[src/rtl/pe_pkg.sv]
// Shared definitions for the PE multiply-accumulate slice: operand mode
// encoding and the saturating-add helper used by the accumulator stage.
package pe_pkg;

    localparam logic PE_MODE_UNSIGNED = 1'b0;
    localparam logic PE_MODE_SIGNED   = 1'b1;

    // Wide enough to hold any accumulator sum up to 64 bits without overflow.
    localparam int PE_CALC_W = 66;

    typedef logic signed [PE_CALC_W-1:0] pe_calc_t;

    typedef struct packed {
        logic     clamped;
        pe_calc_t value;
    } pe_sat_t;

    function automatic pe_sat_t pe_saturate(input pe_calc_t value, input logic mode, input int width);
        pe_calc_t hi;
        pe_calc_t lo;
        pe_sat_t  res;
        if (mode == PE_MODE_SIGNED) begin
            hi = (pe_calc_t'(1) <<< (width - 1)) - pe_calc_t'(1);
            lo = -(pe_calc_t'(1) <<< (width - 1));
        end else begin
            hi = (pe_calc_t'(1) <<< width) - pe_calc_t'(1);
            lo = '0;
        end
        res.clamped = 1'b0;
        res.value   = value;
        if (value > hi) begin
            res.clamped = 1'b1;
            res.value   = hi;
        end else if (value < lo) begin
            res.clamped = 1'b1;
            res.value   = lo;
        end
        return res;
    endfunction

endpackage

[src/rtl/pe_mult_stage.sv]
// Two-stage registered multiplier: S1 captures operands and beat tags, S2 holds
// the full-precision product already extended to accumulator width plus one.
module pe_mult_stage
    import pe_pkg::*;
#(
    parameter int A_W   = 8,
    parameter int B_W   = 4,
    parameter int ACC_W = 16
) (
    input  logic             clk_i,
    input  logic             rst_ni,
    input  logic             hold_i,
    input  logic             valid_i,
    input  logic [A_W-1:0]   a_i,
    input  logic [B_W-1:0]   b_i,
    input  logic             mode_i,
    input  logic             last_i,
    output logic             valid_o,
    output logic             mode_o,
    output logic             last_o,
    output logic [ACC_W:0]   prod_o
);

    localparam int P_W = A_W + B_W;

    logic             s1_valid_q;
    logic [A_W-1:0]   s1_a_q;
    logic [B_W-1:0]   s1_b_q;
    logic             s1_mode_q;
    logic             s1_last_q;
    logic             s2_valid_q;
    logic             s2_mode_q;
    logic             s2_last_q;
    logic [ACC_W:0]   s2_prod_q;

    logic             s1_signed;
    logic [P_W-1:0]   a_ext;
    logic [P_W-1:0]   b_ext;
    logic [P_W-1:0]   prod_full;
    logic [ACC_W:0]   prod_d;

    // Extending both operands to P_W makes one P_W-bit multiply exact for both modes.
    always_comb begin
        s1_signed = (s1_mode_q == PE_MODE_SIGNED);
        a_ext     = {{B_W{s1_a_q[A_W-1] & s1_signed}}, s1_a_q};
        b_ext     = {{A_W{s1_b_q[B_W-1] & s1_signed}}, s1_b_q};
        prod_full = a_ext * b_ext;
        prod_d    = {{(ACC_W + 1 - P_W){prod_full[P_W-1] & s1_signed}}, prod_full};
    end

    always_ff @(posedge clk_i or negedge rst_ni) begin
        if (!rst_ni) begin
            s1_valid_q <= 1'b0;
            s1_a_q     <= '0;
            s1_b_q     <= '0;
            s1_mode_q  <= PE_MODE_UNSIGNED;
            s1_last_q  <= 1'b0;
            s2_valid_q <= 1'b0;
            s2_mode_q  <= PE_MODE_UNSIGNED;
            s2_last_q  <= 1'b0;
            s2_prod_q  <= '0;
        end else if (!hold_i) begin
            s1_valid_q <= valid_i;
            s1_a_q     <= a_i;
            s1_b_q     <= b_i;
            s1_mode_q  <= mode_i;
            s1_last_q  <= last_i;
            s2_valid_q <= s1_valid_q;
            s2_mode_q  <= s1_mode_q;
            s2_last_q  <= s1_last_q;
            s2_prod_q  <= prod_d;
        end
    end

    assign valid_o = s2_valid_q;
    assign mode_o  = s2_mode_q;
    assign last_o  = s2_last_q;
    assign prod_o  = s2_prod_q;

endmodule

[src/rtl/pe_mac_acc.sv]
// Pipelined saturating multiply-accumulate PE: groups of len beats are summed
// and emitted as one result through a valid/ready output register.
module pe_mac_acc
    import pe_pkg::*;
#(
    parameter int A_W   = 8,
    parameter int B_W   = 4,
    parameter int ACC_W = 16,
    parameter int K_MAX = 16,
    parameter int CNT_W = $clog2(K_MAX + 1)
) (
    input  logic             clk,
    input  logic             rst_n,
    input  logic             en,
    input  logic             signed_mode,
    input  logic [CNT_W-1:0] len,
    input  logic             in_valid,
    output logic             in_ready,
    input  logic [A_W-1:0]   a,
    input  logic [B_W-1:0]   b,
    output logic             out_valid,
    input  logic             out_ready,
    output logic [ACC_W-1:0] out_sum,
    output logic             out_sat
);

    logic             stall;
    logic             advance;
    logic             accept;
    logic             first_beat;
    logic [CNT_W-1:0] len_clamped;
    logic [CNT_W-1:0] beat_len;
    logic             beat_mode;
    logic             beat_last;

    logic [CNT_W-1:0] cnt_q, cnt_d;
    logic [CNT_W-1:0] grp_len_q, grp_len_d;
    logic             grp_mode_q, grp_mode_d;

    logic             s2_valid;
    logic             s2_mode;
    logic             s2_last;
    logic [ACC_W:0]   s2_prod;

    logic [ACC_W-1:0] acc_q, acc_d;
    logic             flag_q, flag_d;
    logic             out_valid_q, out_valid_d;
    logic [ACC_W-1:0] out_sum_q, out_sum_d;
    logic             out_sat_q, out_sat_d;

    pe_calc_t         acc_ext;
    pe_calc_t         prod_ext;
    pe_sat_t          sat_r;
    logic [ACC_W-1:0] acc_next;

    assign stall    = out_valid_q && !out_ready;
    assign advance  = en && !stall;
    assign in_ready = rst_n && advance;
    assign accept   = in_valid && in_ready;

    // Group config is latched from the first beat so mid-group input changes are ignored.
    always_comb begin
        first_beat  = (cnt_q == '0);
        len_clamped = len;
        if (len == '0) begin
            len_clamped = CNT_W'(1);
        end else if (len > CNT_W'(K_MAX)) begin
            len_clamped = CNT_W'(K_MAX);
        end
        beat_len   = first_beat ? len_clamped : grp_len_q;
        beat_mode  = first_beat ? signed_mode : grp_mode_q;
        beat_last  = (cnt_q == beat_len - CNT_W'(1));
        cnt_d      = cnt_q;
        grp_len_d  = grp_len_q;
        grp_mode_d = grp_mode_q;
        if (accept) begin
            cnt_d = beat_last ? '0 : cnt_q + CNT_W'(1);
            if (first_beat) begin
                grp_len_d  = beat_len;
                grp_mode_d = beat_mode;
            end
        end
    end

    pe_mult_stage #(
        .A_W   (A_W),
        .B_W   (B_W),
        .ACC_W (ACC_W)
    ) u_mult (
        .clk_i   (clk),
        .rst_ni  (rst_n),
        .hold_i  (!advance),
        .valid_i (accept),
        .a_i     (a),
        .b_i     (b),
        .mode_i  (beat_mode),
        .last_i  (beat_last),
        .valid_o (s2_valid),
        .mode_o  (s2_mode),
        .last_o  (s2_last),
        .prod_o  (s2_prod)
    );

    always_comb begin
        acc_ext     = {{(PE_CALC_W - ACC_W){acc_q[ACC_W-1] & (s2_mode == PE_MODE_SIGNED)}}, acc_q};
        prod_ext    = {{(PE_CALC_W - ACC_W - 1){s2_prod[ACC_W]}}, s2_prod};
        sat_r       = pe_saturate(acc_ext + prod_ext, s2_mode, ACC_W);
        acc_next    = ACC_W'(sat_r.value);
        acc_d       = acc_q;
        flag_d      = flag_q;
        out_valid_d = out_valid_q;
        out_sum_d   = out_sum_q;
        out_sat_d   = out_sat_q;
        if (advance) begin
            if (s2_valid && s2_last) begin
                acc_d       = '0;
                flag_d      = 1'b0;
                out_valid_d = 1'b1;
                out_sum_d   = acc_next;
                out_sat_d   = flag_q | sat_r.clamped;
            end else begin
                if (s2_valid) begin
                    acc_d  = acc_next;
                    flag_d = flag_q | sat_r.clamped;
                end
                if (out_valid_q) begin
                    out_valid_d = 1'b0;
                end
            end
        end
    end

    always_ff @(posedge clk or negedge rst_n) begin
        if (!rst_n) begin
            cnt_q       <= '0;
            grp_len_q   <= CNT_W'(1);
            grp_mode_q  <= PE_MODE_UNSIGNED;
            acc_q       <= '0;
            flag_q      <= 1'b0;
            out_valid_q <= 1'b0;
            out_sum_q   <= '0;
            out_sat_q   <= 1'b0;
        end else begin
            cnt_q       <= cnt_d;
            grp_len_q   <= grp_len_d;
            grp_mode_q  <= grp_mode_d;
            acc_q       <= acc_d;
            flag_q      <= flag_d;
            out_valid_q <= out_valid_d;
            out_sum_q   <= out_sum_d;
            out_sat_q   <= out_sat_d;
        end
    end

    assign out_valid = out_valid_q;
    assign out_sum   = out_sum_q;
    assign out_sat   = out_sat_q;

endmodule

[config.mk]
export PLATFORM = sky130hd
export DESIGN_NAME = pe_mac_acc
export DESIGN_NICKNAME = d
export VERILOG_FILES = /design/src/rtl/pe_pkg.sv /design/src/rtl/pe_mult_stage.sv /design/src/rtl/pe_mac_acc.sv
export SDC_FILE = /design/constraint.sdc
export NUM_CORES = 1
export LEC_CHECK = 0
export ABC_AREA = 0
export BUFFER_PORTS_ARGS = -buffer_cell sky130_fd_sc_hd__buf_4
export CORE_ASPECT_RATIO = 1.5
export CORE_MARGIN = 1.5
export CORE_UTILIZATION = 62
export CTS_CLUSTER_SIZE = 40
export DETAILED_ROUTE_END_ITERATION = 10
export PLACE_DENSITY = 0.87
export SYNTH_ARGS = -nofsm -noshare
export SYNTH_HDL_FRONTEND = slang
export SYNTH_HIERARCHICAL = 1
export SYNTH_SLANG_ARGS = --single-unit
[constraint.sdc]
create_clock -name clk -period 4.9 [get_ports clk]
set_input_delay 0 -clock clk [delete_from_list [all_inputs] [get_ports clk]]
set_output_delay 0 -clock clk [all_outputs]
set_load 0.03 [all_outputs]
==> impl_metrics.ini <==
[finish]
area_growth_pct = 12.7
drive_gt1_frac = 0.165
layoutNonFillerInstCount = 784
fin_area_mm2 = 0.00676
design.final.nets = 759
diodes = 0
n_fill_cell = 611

[sta]
rsz0062_at_grt = no
setup_viol = 0
worst_pin_slew_ps = 1010
finalSetupTns_ps = 0
post-route-min-period_ps = 4540
fmaxAchievable_ghz = 0.220
holdWs_ps = -51.9
drv_slew = 0
post-route-period-util = 0.926
hold_violations = 76
slew_headroom = 0.328
postLayoutSetupSlackWorst_ps = 362
finalClockSkew_ps = 16.1

[yosys]
syn-num-nets = 719
synth-seq-area-share = 0.321
netlist_area_mm2 = 0.00600
syn_avg_cell_area_um2 = 9.57
synth_top_family_by_area = adder cells
synth-edff-count = 0
synth-compound-area-share = 0.164
synth_xor_area_frac = 0.0386
synth_commonest_cells = 76 x dfrtp_1, 63 x inv_1, 48 x nand2_1
synth_top_area_frac = 0.317
yosysWarnings = 6
async_flop_share = 1.00
syn_inst = 627
synthTopCellsByArea = dfrtp_1 32%, ha_1 9.2%, fa_1 8.3%
synthAdderAreaFrac = 0.175
yosys_register_bits = 77
ys_types = 70
synthMuxAreaShare = 0.0626
yosys.area_share.simple = 0.169
yosysTopAreaCell = dfrtp_1
yosys.cell_count.top_type = dfrtp_1
synth_ff_type = dfrtp_1

[clocking]
insertion_delay_ps = 340
cts_max_level = 3
clk_root_buffer_cell = clkbuf_16
cts_hold_buf = 14
cts_made_buffers = 9
cts_setup_buffers = 0
cts_tree = built
post_cts_resized = 0
cts_sinks = 77
cts_max_path_buffers = 2
cts.clk_slew.worst_paths_ps = 60

[setup_path]
required_ps = 5100
start_kind = flop
slowest_delay_ps = 610
crit_path_frequent_cell = fa_1
r2r_setup_slack_ps = 360
reg2reg_from = u_mult/s1_b_q[3]$_DFFE_PN0N_
worst_path_max_delay_cell = fa_1
worstSetupStartpoint = u_mult/s1_b_q[3]$_DFFE_PN0N_
worstReg2RegEnd = u_mult/prod_o[10]$_DFFE_PN0N_
rr_worst_depth = 12
critPathMaxFanout = 11
worstPathArrival_ps = 4740
endpoint_kind = flop
crit_chain = nand2_1, or2_2, fa_1, fa_1, fa_1, inv_1, ha_1, a21oi_1, o21ai_1, a2111oi_0, nor4_1, nand3b_1
worstSetupPathType = flop to flop

[die]
die-area_mm2 = 0.0103
die_w_um = 83.3
initial_core_util = 0.644
core_area_mm2 = 0.00931
dieHeight_um = 123
io_pins = 42
std_cell_rows = 43

[drt]
wl_per_cell_um = 18.7
routed_wirelength_um = 14600
drc_errors = 0
vias_per_cell = 6.28
antenna_left = 0
drtPass1Iterations = 5
num_vias = 4920
drt_iter0_markers = 360

[pwr]
peakVddDrop_v = 0.000404
power_density_mw_per_mm2 = 573
p_leak_uw = 0.00322

[global_routing]
grt-ovfl-total = 0
grtUsageMet2 = 0.548
top_usage_layer = met2
gr-usage-met3 = 0.0521
grt_first_pass_wirelength_um = 23800
grt_use_met1 = 0.302
groute.usage.overall = 0.293
grt_pass1_vias = 5118
antenna_found_initial = 0
grt_max_degree = 78

[status]
violations = negative hold slack
status = finished, violations left

[placement]
gp_congestion = 0.938
place_ws_ps = 539
dp_hpwl_um = 9870
placed_cell_area_mm2 = 0.00630
portBuffers = 41
dp.cells = 754

[min_path]
hp-class = input pin to async pin

[run]
maxCapViolations = 0
-- worst max path at each step --
stage,end,slack [ps],cells past startpoint
after global placement,u_mult/prod_o[12]$_DFFE_PN0N_,720,11
after CTS,u_mult/prod_o[10]$_DFFE_PN0N_,430,12
final,u_mult/prod_o[10]$_DFFE_PN0N_,360,12
after floorplan,u_mult/prod_o[12]$_DFFE_PN0N_,960,11
after detailed placement,u_mult/prod_o[10]$_DFFE_PN0N_,540,12
after global routing,u_mult/prod_o[10]$_DFFE_PN0N_,20,12
-- cells by family (layout without fill, tap and decap cells) --
kind of cell               count (synthesis)  count (layout)
and+or+nand+nor                          184             184
AOI/OAI and AO/OA                        146             146
DFF                                       77              77
muxes                                     34              34
xor gates and xnor gates                  24              24
adders and majority gates                 69              69
buffers and inverters                     93             138
-- stage by stage --
step | power [µW] | util
after floorplan | 2560 | -
after global placement | 2960 | 0.677
after detailed placement | 3090 | 0.677
after CTS | 3830 | 0.726
after global routing | 4120 | 0.726
final | 3870 | 0.726
-- layer usage --
metal | wire length [µm] | vias up
li1 | - | 2258
met1 | 5110 | 2402
met2 | 8140 | 207
met3 | 655 | 53
met4 | 727 | 0
met5 | 0 | -
-- registers in the layout, indices dropped and copies added, names as in the netlist, 4 cells and up --
| name | cells |
|---|---|
| u_mult/s1_b_q | 4 |
| u_mult/s1_a_q | 8 |
| grp_len_q | 5 |
| cnt_q | 5 |
| u_mult/prod_o | 13 |
| acc_q | 16 |
| out_sum | 16 |
-- cells in the final DEF, fill, tap and decap left out, types with 3 or more instances in the layout --
cell type       n
a21oi_1        25
o21ai_1         5
xnor2_1        14
inv_1          63
nand2_1        48
xor2_1          8
ha_1           44
dfrtp_1        76
a31oi_1        34
buf_4          45
mux2_2         28
a211oi_1        6
and3_1          6
o211ai_1        4
nand3b_1        3
a21oi_2         3
mux2i_1         6
nor3_1          8
nor2b_1         9
nor3b_1         6
fa_1           25
nor4_1          3
nor2_1         33
clkbuf_16       9
nand3_1         6
a21o_1          5
nand2b_1       10
o21a_1          4
o21ai_0        38
dlygate4sd3_1  14
and2_1         31
-- worst max-delay path: cells and delay by family, from the launching register on --
family | cells | cell delay, ps
compound gates | 3 | 920
flops | 1 | 490
simple gates | 4 | 980
fa+ha+maj | 4 | 1930
buf+inv | 1 | 70
-- final cells by class --
cell class	count	area (µm²)	share of cell area
Timing Repair Buffer	59	478	0.0707
Tap cell	112	140	0.0207
Clock buffer	11	253	0.0374
Multi-Input combinational cell	457	3660	0.541
Clock inverter	5	66.3	0.00981
Inverter	63	236	0.0350
Sequential cell	77	1930	0.285
-- power breakdown --
group          internal [µW]  leakage [µW]  total [µW]  switching (µW)
clock network            428      0.000154         703             275
registers                822      0.000958         992             170
logic                    849       0.00211        2180            1330
total                   2100       0.00322        3870            1770
No activity file was read; power rests on OpenSTA's default activity.
